--- src/rtl/instr_dispatch_seq.sv ---
// Instruction fetch/decode sequencer: fetches 16-bit words, executes NOP/JMP/HALT
// locally and hands ALU operations to the ALU sequencer through donefetch/start.
module instr_dispatch_seq #(
    parameter int          PC_W     = 8,
    parameter int          TIMEOUT  = 16,
    parameter int unsigned RESET_PC = 0
) (
    input  logic            clk,
    input  logic            rst,
    input  logic            run,
    output logic            mem_rd,
    output logic [PC_W-1:0] mem_addr,
    input  logic [15:0]     mem_data,
    input  logic            done,
    output logic            donefetch,
    output logic            start,
    output logic [5:0]      parameter1,
    output logic [5:0]      parameter2,
    output logic [2:0]      alu_sel,
    output logic [PC_W-1:0] pc,
    output logic            halted,
    output logic            err
);

    localparam int               CNT_W    = $clog2(TIMEOUT + 1);
    localparam logic [CNT_W-1:0] CNT_LAST = CNT_W'(TIMEOUT - 1);
    localparam logic [5:0]       MAX_REG  = 6'd4;

    typedef enum logic [3:0] {
        S_IDLE, S_FETCH, S_LATCH, S_DECODE, S_DISPATCH,
        S_EXEC, S_RETIRE, S_HALT, S_ERR
    } state_e;

    state_e           state_q, state_d;
    logic [PC_W-1:0]  pc_q, pc_d;
    logic [15:0]      ir_q, ir_d;
    logic [5:0]       p1_q, p1_d, p2_q, p2_d;
    logic [2:0]       alu_sel_q, alu_sel_d;
    logic [CNT_W-1:0] cnt_q, cnt_d;

    logic [3:0] opcode;
    logic [5:0] ir_p1, ir_p2;

    assign opcode = ir_q[15:12];
    assign ir_p1  = ir_q[11:6];
    assign ir_p2  = ir_q[5:0];

    always_comb begin
        // NOTE: every variable gets a default before the case so no path leaves it unassigned (no latches).
        state_d   = state_q;
        pc_d      = pc_q;
        ir_d      = ir_q;
        p1_d      = p1_q;
        p2_d      = p2_q;
        alu_sel_d = alu_sel_q;
        cnt_d     = cnt_q;
        case (state_q)
            S_IDLE:   if (run) state_d = S_FETCH;
            S_FETCH:  state_d = S_LATCH;
            S_LATCH: begin
                ir_d    = mem_data;
                state_d = S_DECODE;
            end
            S_DECODE: begin
                case (opcode)
                    4'h0: begin
                        pc_d    = pc_q + PC_W'(1);
                        state_d = S_RETIRE;
                    end
                    4'h8: begin
                        pc_d    = ir_q[PC_W-1:0];
                        state_d = S_RETIRE;
                    end
                    4'hF: state_d = S_HALT;
                    4'h1, 4'h2, 4'h3, 4'h4, 4'h5, 4'h6, 4'h7: begin
                        if (ir_p1 > MAX_REG || ir_p2 > MAX_REG) begin
                            state_d = S_ERR;
                        end else begin
                            p1_d      = ir_p1;
                            p2_d      = ir_p2;
                            alu_sel_d = opcode[2:0];
                            state_d   = S_DISPATCH;
                        end
                    end
                    default: state_d = S_ERR;
                endcase
            end
            S_DISPATCH: begin
                cnt_d   = '0;
                state_d = S_EXEC;
            end
            S_EXEC: begin
                // A done seen in the first EXEC cycle may be stale from the previous op.
                if (done && cnt_q != '0) begin
                    pc_d    = pc_q + PC_W'(1);
                    state_d = S_RETIRE;
                end else if (cnt_q == CNT_LAST) begin
                    state_d = S_ERR;
                end else begin
                    cnt_d = cnt_q + CNT_W'(1);
                end
            end
            S_RETIRE: state_d = run ? S_FETCH : S_IDLE;
            S_HALT:   state_d = S_HALT;
            S_ERR:    state_d = S_ERR;
            default:  state_d = S_IDLE;
        endcase
    end

    // NOTE: sequential state uses non-blocking assignments so all flops update together.
    always_ff @(posedge clk or negedge rst) begin
        if (!rst) begin
            state_q   <= S_IDLE;
            pc_q      <= PC_W'(RESET_PC);
            ir_q      <= '0;
            p1_q      <= '0;
            p2_q      <= '0;
            alu_sel_q <= '0;
            cnt_q     <= '0;
        end else begin
            state_q   <= state_d;
            pc_q      <= pc_d;
            ir_q      <= ir_d;
            p1_q      <= p1_d;
            p2_q      <= p2_d;
            alu_sel_q <= alu_sel_d;
            cnt_q     <= cnt_d;
        end
    end

    // Strobes decode straight from the state flop, so reset clears them without a clock.
    assign mem_rd     = (state_q == S_FETCH);
    assign donefetch  = (state_q == S_DISPATCH);
    assign start      = (state_q == S_EXEC);
    assign halted     = (state_q == S_HALT);
    assign err        = (state_q == S_ERR);
    assign mem_addr   = pc_q;
    assign pc         = pc_q;
    assign parameter1 = p1_q;
    assign parameter2 = p2_q;
    assign alu_sel    = alu_sel_q;

endmodule

--- config.mk ---
export PLATFORM = sky130hd
export DESIGN_NAME = instr_dispatch_seq
export DESIGN_NICKNAME = d
export VERILOG_FILES = /design/src/rtl/instr_dispatch_seq.sv
export SDC_FILE = /design/constraint.sdc
export NUM_CORES = 1
export LEC_CHECK = 0
export CAP_MARGIN = 20
export CORE_ASPECT_RATIO = 1.2
export CORE_UTILIZATION = 39
export DETAILED_ROUTE_END_ITERATION = 6
export DONT_BUFFER_PORTS = 1
export PLACE_DENSITY_LB_ADDON = 0.08
export SETUP_SLACK_MARGIN = 0.2
export SLEW_MARGIN = 0
export SYNTH_ARGS = -nofsm -noshare
export SYNTH_HDL_FRONTEND = slang
export SYNTH_SLANG_ARGS = --single-unit
--- constraint.sdc ---
create_clock -name clk -period 2.35 [get_ports clk]
set_input_delay 0.5875 -clock clk [delete_from_list [all_inputs] [get_ports clk]]
set_output_delay 0.5875 -clock clk [all_outputs]
set_load 0.05 [all_outputs]
# Word-level counts from Yosys, hierarchy flattened
# Cells that the tools add are included.
# totals
reg_bits	48
out_inout_bits	36
# op_classes
magnitude_cmp	2
eq_ne	24
reduce_logical	13
bitwise	1
n_addsub	2
n_mux	13
# op_table
operator	count
$pmux W4 S9	1
$eq A4 B3 Y1 const B	8
$pmux W8 S2	2
$eq A4 B2 Y1 const B	4
$mux W4	4
$eq A4 B4 Y1 const B	3
$gt A6 B3 Y1 const B	2
$pmux W4 S3	1
$mux W5	2
$pmux W5 S2	1
$reduce_and A3 Y1	3
$add A8 B1 Y8 const B	1
$eq A4 B1 Y1 const B	2
$logic_not A4 Y1	2
$mux W8	1
$reduce_or A7 Y1	1
$ne A2 B2 Y1 const B	3
$ne A3 B1 Y1 const B	2
$add A5 B1 Y5 const B	1
$eq A5 B4 Y1 const B	1
$reduce_bool A5 Y1	1
$reduce_bool A2 Y1	2
$ne A2 B1 Y1 const B	1
$reduce_and A2 Y1	1
other kinds (5)	5

# Longest topological paths before layout
# logic_depth
ltp_word	5
depth_mapped	8

# Worst setup path before layout
# OpenSTA, ideal clock, no wires.
# synth_timing
path_type	reg2out
from	reg state_q[1]
to	out mem_rd
arrival_time_ns	1.631
path_stages_with_launch	3
setup_slack_ns	0.131
path_buffers	0
path_cell_list	dfrtp_1 nand2b_1 nor3_1
# synth_between
elab_chain_cells	1
# synth_rtl
element	line	text
from (decl)	34	state_e state_q, state_d;
from (signal assigned)	121	state_q <= state_d;
$eq A4 B1 Y1	132	assign mem_rd = (state_q == S_FETCH);
to (decl)	11	output logic mem_rd,
# No other way between the ends.

# Worst setup path in the final report
# layout_timing
from	reg state_q[1]
to	out err
# layout_between
elab_chain_cells	1
# layout_rtl
element	line	text
$eq A4 B4 Y1	136	assign err = (state_q == S_ERR);
to (decl)	22	output logic err
# No other way between the ends.

==> run metrics <==
Hold Path Class input pin to asynchronous set/reset pin; syn nets 225; reg-to-reg startpoint cnt_q[1]; Final TNS setup 0 ns; CTS Sinks 48; Die H 87.9 microns; setup violators final 0; first-pass GRT wire length 8400 microns; CP arrival 1.56 ns; DR vias 1,619; CTS tree yes; share of layout cells above drive strength 1 37.7%; Synth Instances 201; synth cell count leaders 48 x dfrtp_1, 26 x mux2_2, 13 x nand2_1; antenna violations before repair 0; WL/cell 16.7 microns; FF-to-FF setup slack 0.31 ns; Clk Latency, worst-skew pair 0.30 ns; top-count cell post-synth dfrtp_1; nets 246; IO Count 56; core footprint 0.00578 sq mm; pin count of the biggest net entering global routing 49; Synth top area share 50.1%; Initial Utilization 41.5%; Synth Register Bits 48; PD cells 560 mW/mm^2; drt pass-1 iters 4; Iter 0 DRT Violations 85; DRC Markers 0; Max-Cap Viols 0; Seq/Total Area, Yosys 50.1%; Layout area overhead 16.8%; total track usage 17.3%; critical path class flip-flop to output port; startpoint types flip-flop; Placed Cells 286; Synth async-reset ratio 100%; die width 73.6 microns; gpl congestion 0.859; dpl cell area 0.00255 sq mm; Final Max Slew Viols 0; Finished Layout Cells 303; Final Hold Viols 0; Unique masters post-synth 42; vias in the first global route 1,740; Antenna Cells 0; worst reg2reg endpoint cnt_q[0]; Post-synth EDFFs 0; dominant cell type by area after synthesis dfrtp_1; worst r2r path cells 6; CTS Root Cell clkbuf_8; DP HPWL 3610 microns; Routed Antenna Nets 0; Crit path required time 1.76 ns; run status finished, final reports clean; Synth area leaders dfrtp_1 50%, mux2_2 12%, mux2i_1 3.8%; Leak Pwr 1.35 nW; routed vias/inst 5.34; clock buffer depth 2; crit path max fanout 8; Die ar. 0.00646 sq mm; final wirelength 5070 microns; Synth Flop Type dfrtp_1; H-Tree Depth 2; residual overflow from global routing 0; Max Freq 0.467 GHz; maximum vdd drop 0.358 mV; Crit. End Element output port; Max transition margin 62.6%; Worst-path clk slew 0.10 ns; worst slew pin tran 0.561 ns; Max Clock Skew 0.0103 ns; syn_area_per_cell 11.9 sq um; I/O Buffers 0; design area 0.00280 sq mm; fin crit period 2.14 ns; synthesized area 0.00240 sq mm; CTS buffer count 5; FP Rows 30; warnings from Yosys 0; Final Cycle Share 91.2%; unrepaired setup endpoints after global routing true
[metal layers]
layer  global-route usage, %  vias to the layer above  share of wire [%]
li1                        -                      766                  -
met1                    21.5                      803                 43
met2                    28.0                       42                 48
met3                    5.87                        8                6.6
met4                    6.12                        0                1.6
met5                       0                        -                  0
[critical path, stage by stage, from the launching register on]
cell,delay (ns)
dfrtp_1,0.46
or3_4,0.43
nor2_2,0.18
buf_6,0.18
[through the flow]
step	setup WS (ns)	hold slack, ns	util (%)	power [W]
2_1_floorplan	0.399	0.292	-	0.000842
3_3_place_gp	0.336	0.293	44.1	0.000842
3_5_place_dp	0.246	0.293	44.1	0.000842
4_1_cts	0.218	0.125	47.9	0.00159
5_1_grt	0.148	0.126	48.4	0.00161
6_report	0.206	0.123	48.4	0.00157
[logic make-up after synthesis]
| family | Yosys count | share of synthesized area [%] |
|---|---|---|
| flops | 48 | 50.1 |
| xor+xnor | 1 | 0.366 |
| compound gates | 28 | 9.71 |
| mux | 36 | 16.4 |
| fa+ha+maj | 4 | 2.09 |
| buf+inv | 23 | 6.27 |
| simple gates | 61 | 15.0 |
[where the power goes]
part | switching (W) | internal, W | total, W
Sequential | 0 | 0.000825 | 0.000825
Combinational | 0.0000155 | 0.00000534 | 0.0000209
Clock | 0.000292 | 0.000428 | 0.000721
[flip-flops by register name (all words and copies together) (netlist names)]
name,cells
alu_sel,3
mem_addr,8
state_q,4
ir_q,16
parameter2,6
cnt_q,5
parameter1,6
[layout make-up]
cell class / instances / area (sq um)
multi-input combinational: 130 / 1070
sequential: 48 / 1200
clock buffer: 5 / 68.8
tap: 80 / 100
timing repair buffer: 30 / 262
inverter: 7 / 26.3
clock inverter: 3 / 68.8
fill: 545 / 2980
[what timing repair did]
item                                    CTS  global route
setup buffers                             6             2
pin swaps                                 1             1
endpoints found under the setup margin    2             7
endpoints found under the hold margin    48             0
hold buffers                              1             0
resized for setup                         4             3
[worst max-delay path by stage]
stage	end	slack [ns]	startpoint
CTS	err	0.22	state_q[1]
global route	err	0.15	state_q[1]
floorplan	mem_addr[1]	0.40	state_q[3]
detailed placement	mem_addr[1]	0.25	state_q[3]
finish	err	0.21	state_q[1]
global placement	cnt_q[0]	0.34	cnt_q[0]
[cells in the final DEF (no fill, tap or decap), types with 5 or more instances in the layout]
cell        n
mux2i_1     8
o21ai_0     6
inv_1       5
clkbuf_8    5
a211oi_1    6
nor3_1      5
buf_4      27
and3_1      5
nand3_1     7
dfrtp_1    46
a2bb2oi_1   5
nand2_1    13
mux2_2     26
nor2b_1     6
(Power assumes the default switching activity.)
